$ cat config.mk
export PLATFORM = sky130hd
export DESIGN_NAME = br_puf_reader
export DESIGN_NICKNAME = d
export VERILOG_FILES = /design/src/rtl/br_puf_pkg.sv /design/src/rtl/br_puf_sync.sv /design/src/rtl/br_puf_reader.sv
export SDC_FILE = /design/constraint.sdc
export NUM_CORES = 1
export LEC_CHECK = 0
export CELL_PAD_IN_SITES_DETAIL_PLACEMENT = 0
export CELL_PAD_IN_SITES_GLOBAL_PLACEMENT = 1
export CORE_ASPECT_RATIO = 0.9
export CORE_MARGIN = 5
export CORE_UTILIZATION = 39
export CTS_CLUSTER_SIZE = 30
export DETAILED_ROUTE_END_ITERATION = 16
export PLACE_DENSITY = 0.75
export REMOVE_ABC_BUFFERS = 1
export SETUP_SLACK_MARGIN = 0.02
export SLEW_MARGIN = 20
export SYNTH_ARGS = -nofsm -noshare
export SYNTH_HDL_FRONTEND = slang
export SYNTH_HIERARCHICAL = 1
export SYNTH_SLANG_ARGS = --single-unit
$ cat constraint.sdc
create_clock -name clk -period 2.14 [get_ports clk]
set_input_delay 0.642 -clock clk [delete_from_list [all_inputs] [get_ports clk]]
set_output_delay 0.642 -clock clk [all_outputs]
set_load 0.01 [all_outputs]
$ cat src/rtl/br_puf_pkg.sv
// Shared types and defaults for the bistable-ring PUF reader.
// Holds the controller state encoding, default sizing and the vote-counter width helper.
package br_puf_pkg;

   typedef enum logic [2:0] {
      IDLE,
      RST,
      SETTLE,
      SAMPLE,
      DONE
   } state_t;

   localparam int DEF_CHAL_W        = 32;
   localparam int DEF_RESP_W        = 32;
   localparam int DEF_RESET_CYCLES  = 8;
   localparam int DEF_SETTLE_CYCLES = 64;
   localparam int DEF_NUM_EVAL      = 5;

   // Enough bits to count every evaluation of a single ring.
   function automatic int vote_width(input int num_eval);
      return $clog2(num_eval + 1);
   endfunction

endpackage

$ cat src/rtl/br_puf_sync.sv
// Free-running two-flop synchronizer for the asynchronous ring outputs.
// There is deliberately no reset, so sampling is never gated by reset_n.
module br_puf_sync #(
   parameter int WIDTH = 32
) (
   input  logic             clk,
   input  logic [WIDTH-1:0] d,
   output logic [WIDTH-1:0] q
);

   logic [WIDTH-1:0] meta;

   always_ff @(posedge clk) begin
      meta <= d;
      q    <= meta;
   end

endmodule

$ cat src/rtl/br_puf_reader.sv
// Bistable-ring PUF reader: reset/settle/sample the ring array NUM_EVAL times, then majority-vote.
// Optional unanimity output stable_mask is enabled with `define BR_PUF_STABILITY_MASK_EN.
module br_puf_reader
   import br_puf_pkg::*;
#(
   parameter int CHAL_W        = DEF_CHAL_W,
   parameter int RESP_W        = DEF_RESP_W,
   parameter int RESET_CYCLES  = DEF_RESET_CYCLES,
   parameter int SETTLE_CYCLES = DEF_SETTLE_CYCLES,
   parameter int NUM_EVAL      = DEF_NUM_EVAL
) (
   input  logic              clk,
   input  logic              reset_n,
   input  logic              start,
   input  logic [CHAL_W-1:0] challenge,
   output logic              busy,
   output logic [RESP_W-1:0] response,
   output logic              response_valid,
   output logic [CHAL_W-1:0] puf_challenge,
   output logic              puf_reset,
   input  logic [RESP_W-1:0] puf_response
`ifdef BR_PUF_STABILITY_MASK_EN
   ,
   output logic [RESP_W-1:0] stable_mask
`endif
);

   localparam int VW = vote_width(NUM_EVAL);
   localparam logic [VW-1:0] HALF_VOTES = VW'(NUM_EVAL / 2);
`ifdef BR_PUF_STABILITY_MASK_EN
   localparam logic [VW-1:0] ALL_VOTES  = VW'(NUM_EVAL);
`endif

   state_t            state;
   logic [15:0]       cyc_cnt;
   logic [3:0]        eval_cnt;
   logic [VW-1:0]     vote [RESP_W];
   logic [RESP_W-1:0] resp_sync;
   logic              accept;

   br_puf_sync #(
      .WIDTH(RESP_W)
   ) u_sync (
      .clk(clk),
      .d  (puf_response),
      .q  (resp_sync)
   );

   assign accept = (state == IDLE) && !busy && start;

   // busy lags the state by one cycle, so it covers the response_valid cycle and
   // a held start is only re-accepted once busy has dropped.
   always_ff @(posedge clk or negedge reset_n) begin
      if (!reset_n) begin
         state          <= IDLE;
         cyc_cnt        <= '0;
         eval_cnt       <= '0;
         busy           <= 1'b0;
         response       <= '0;
         response_valid <= 1'b0;
         puf_challenge  <= '0;
         puf_reset      <= 1'b1;
         for (int i = 0; i < RESP_W; i++) vote[i] <= '0;
`ifdef BR_PUF_STABILITY_MASK_EN
         stable_mask    <= '0;
`endif
      end else begin
         response_valid <= 1'b0;
         busy           <= (state != IDLE);
         case (state)
            IDLE: begin
               puf_reset <= 1'b1;
               if (accept) begin
                  puf_challenge <= challenge;
                  cyc_cnt       <= '0;
                  eval_cnt      <= '0;
                  for (int i = 0; i < RESP_W; i++) vote[i] <= '0;
                  state         <= RST;
               end
            end
            RST: begin
               if (cyc_cnt == 16'(RESET_CYCLES - 1)) begin
                  cyc_cnt   <= '0;
                  puf_reset <= 1'b0;
                  state     <= SETTLE;
               end else begin
                  cyc_cnt <= cyc_cnt + 16'd1;
               end
            end
            SETTLE: begin
               if (cyc_cnt == 16'(SETTLE_CYCLES - 1)) begin
                  cyc_cnt <= '0;
                  state   <= SAMPLE;
               end else begin
                  cyc_cnt <= cyc_cnt + 16'd1;
               end
            end
            SAMPLE: begin
               for (int i = 0; i < RESP_W; i++) vote[i] <= vote[i] + VW'(resp_sync[i]);
               eval_cnt  <= eval_cnt + 4'd1;
               puf_reset <= 1'b1;
               state     <= (eval_cnt == 4'(NUM_EVAL - 1)) ? DONE : RST;
            end
            DONE: begin
               for (int i = 0; i < RESP_W; i++) response[i] <= (vote[i] > HALF_VOTES);
`ifdef BR_PUF_STABILITY_MASK_EN
               for (int i = 0; i < RESP_W; i++)
                  stable_mask[i] <= (vote[i] == '0) || (vote[i] == ALL_VOTES);
`endif
               response_valid <= 1'b1;
               state          <= IDLE;
            end
            default: state <= IDLE;
         endcase
      end
   end

endmodule

==> out/qor.csv <==
metric,value,unit
status,"finished, final reports clean",
Ports,134,
worst-skew pair later-pin latency,0.52,ns
Synth Area per Inst,10.42,um^2
RSZ-0062 raised after global routing,yes,
Post-Syn Area,9953,um^2
ANT nets after route,0,
most frequent cells in the layout,"nand2_1, dfrtp_1, o21ai_0",
Starting Density,39.63,%
first-pass GRT wire length,37.03,mm
asr flop ratio synth,74.40,%
share of cells above drive strength 1,13.12,%
"Setup violations, final",0,
CP dominant cell by count,buf_4,
Synth Area in Simple Gates,13.01,%
Port-buffer cells,133,
max-cap violations,0,
"critical path fanouts, max",5,
Via-to-Cell Ratio,4.850,
Final Hold Viols,0,
Worst-path clk slew,0.06,ns
1st-iter DRT viols,340,
Crit path max-delay family,simple AND/OR/NAND/NOR gates,
antenna cell count,0,
CP arrival,2.53,ns
Filler cells,2225,
"Primary FF master, synth",dfrtp_1,
Seq pwr share,39.3,%
Final Skew,0.01623,ns
multiplexer share of the synthesized area,3.620,%
max-slew violations,0,
XOR/XNOR share of the synthesized area,0.3520,%
CTS sink cnt,250,
CTS tree,done,
Die X,178.4,um
switching share of total power,30.99,%
Rows,55,
Crit path buffers/inverters,2,
worst-path cell chain,or4_4 -> nor4_4 -> buf_4 -> a2111oi_4 -> buf_4 -> nor2_4 -> o211ai_1,
clock power share,30.5,%
CP required,2.54,ns
sequential share of the synthesized area,59.65,%
P_sw,5.396,mW
"most common cell after layout, fill and taps aside",nand2_1,
post-synthesis adder-cell area fraction,8.548,%
largest family of logic cells by synthesized area,simple AND/OR/NAND/NOR gates,
HPWL Detailed,13.90,mm
cell count after synthesis,955,
H-tree level count,1,
Setup TNS,0,ns
post-layout util,52.23,%
P&R area growth vs syn,31.82,%
delay of the slowest critical-path stage,0.55,ns
CP Capture Type,flop,
Detailed Route WL,22.07,mm
Placeable Area,25120,um^2
CTS Buf Count,27,
GR Util All Layers,15.36,%
vias in the first global route,7280,
total power,17.41,mW
PwrDens,1327,nW/um^2
placed insts,1424,
Worst setup SP type,flop,
post-synthesis compound-gate area fraction,12.37,%
Hold Crit Class,in2async,
crit path kind,reg2reg,
Die Y,161.6,um
routability congestion estimate,0.7227,
DP Worst Slack,-0.2941,ns
NumNets Final,1251,
Clock Path Buffers,3,
Slew HR,44.17,%
maximum vdd drop,781.3,uV
initial antenna violation count,1,
clock root cell,clkbuf_16,
Layout Cells excl Fill,1478,
minimum clock period,2.135,ns
DR vias,7169,
Post-synth EDFFs,0,
Setup WS post-layout,0.005232,ns
Slowest cell on crit path,or4_4,
grt total ovfl,0,
Detailed Routing Iterations Pass 1,4,
fmax,0.4684,GHz
"Distinct cells, synth",48,
drt wl/cell,14.93,um
worst-margin pin slew,0.8366,ns
Logic pwr share,30.3,%
Ys Warns,6,
flop and latch count out of synthesis,250,
Post-route DRC,0,
Leak Pwr,6.215,nW
period utilisation layout,99.76,%
largest net degree at the start of global routing,101,
Die Area,28820,um^2
internal power,12.02,mW
==> power by group through the flow <==
stage / clock [mW] / sequential (mW) / combinational [mW]
2_1_floorplan: 0 / 6.99 / 2.42
3_3_place_gp: 0 / 6.87 / 5.01
3_5_place_dp: 0 / 6.89 / 5.10
4_1_cts: 5.46 / 6.84 / 5.09
5_1_grt: 5.66 / 7.01 / 5.93
6_report: 5.30 / 6.84 / 5.27
==> sequential cells by signal, summed over array words and instances (netlist names) <==
name / count
puf_challenge: 32
eval_cnt: 4
u_sync/q: 32
vote: 96
u_sync/meta: 32
response: 32
busy: 1
puf_reset: 1
cyc_cnt: 16
response_valid: 1
state: 3
==> final timing paths <==
path / startpoint / endpoint / slack [ns] / depth (start not counted)
max reg2reg: cyc_cnt[11] / cyc_cnt[7] / 0.005 / 7
max: cyc_cnt[11] / cyc_cnt[7] / 0.005 / 7
max in group asynchronous: reset_n / vote[59] / 1.48 / 2
min: reset_n / vote[35] / 0.07 / 1
min reg2reg: u_sync/meta[31] / u_sync/q[31] / 0.31 / 0
min in group clk: u_sync/meta[31] / u_sync/q[31] / 0.31 / 0
==> cells by family after synthesis <==
group,count (synthesis)
multiplexers,32
AO/OA/AOI/OAI,232
AND/OR/NAND/NOR,313
XOR/XNOR,4
flip-flops,250
adder cells (fa/ha/maj),68
buffers and inverters,56
==> final cells by class <==
cell class / count / area [um^2] / share of cell area, %
Clock inverter: 16 / 290.3 / 2.212
Clock buffer: 33 / 738.2 / 5.627
Timing Repair Buffer: 180 / 1831 / 13.95
Sequential cell: 250 / 5937 / 45.25
Inverter: 6 / 22.52 / 0.1717
Multi-Input combinational cell: 651 / 3874 / 29.53
Tap cell: 342 / 427.9 / 3.261
==> worst reg2reg max path, stage by stage (launching register included) <==
cell       delay (ns)
dfrtp_1          0.37
or4_4            0.55
nor4_4           0.36
buf_4            0.20
a2111oi_4        0.07
buf_4            0.18
nor2_4           0.19
o211ai_1         0.10
==> metrics by stage <==
step / instance area, um^2 / hold WS, ns
global route: 13120 / 0.05776
global placement: 11980 / 0.3103
CTS: 13000 / 0.05306
finish: 13120 / 0.06779
floorplan: 9732 / 0.3096
detailed placement: 11980 / 0.3121
==> layer usage <==
layer	up-vias	global-route usage, %	part of all wire (%)	routed length [um]
met1	3414	21.75	47	10450
met2	142	23.02	43	9527
met4	2	3.035	1.8	395
met5	-	0	0.059	13
met3	31	5.359	7.6	1678
li1	3580	-	-	-
==> synth_stat cells, types with 4 or more instances <==
library cell,count,share of area (%)
dfxtp_1,64,13
o211ai_1,4,0.30
nand3_1,6,0.30
nor2_1,80,3.0
and3_1,4,0.25
dfrtp_1,185,47
clkbuf_1,38,1.4
nand4_1,5,0.31
a21oi_1,67,3.4
nor3_1,5,0.25
ha_1,68,8.5
buf_1,4,0.15
o22ai_1,5,0.31
inv_1,6,0.23
nand2_1,193,7.3
o21ai_0,138,6.9
mux2_2,32,3.6
o21ai_1,6,0.30
==> what timing repair did <==
action / 4_1_cts / 5_1_grt
hold buffers: 0 / 0
pin swaps: 1 / 10
buffers inserted: 0 / 6
resized for setup: 8 / 32
cloned: 0 / 2
endpoints found under the setup margin: 9 / 32
No activity file was read; power rests on OpenSTA's default activity.
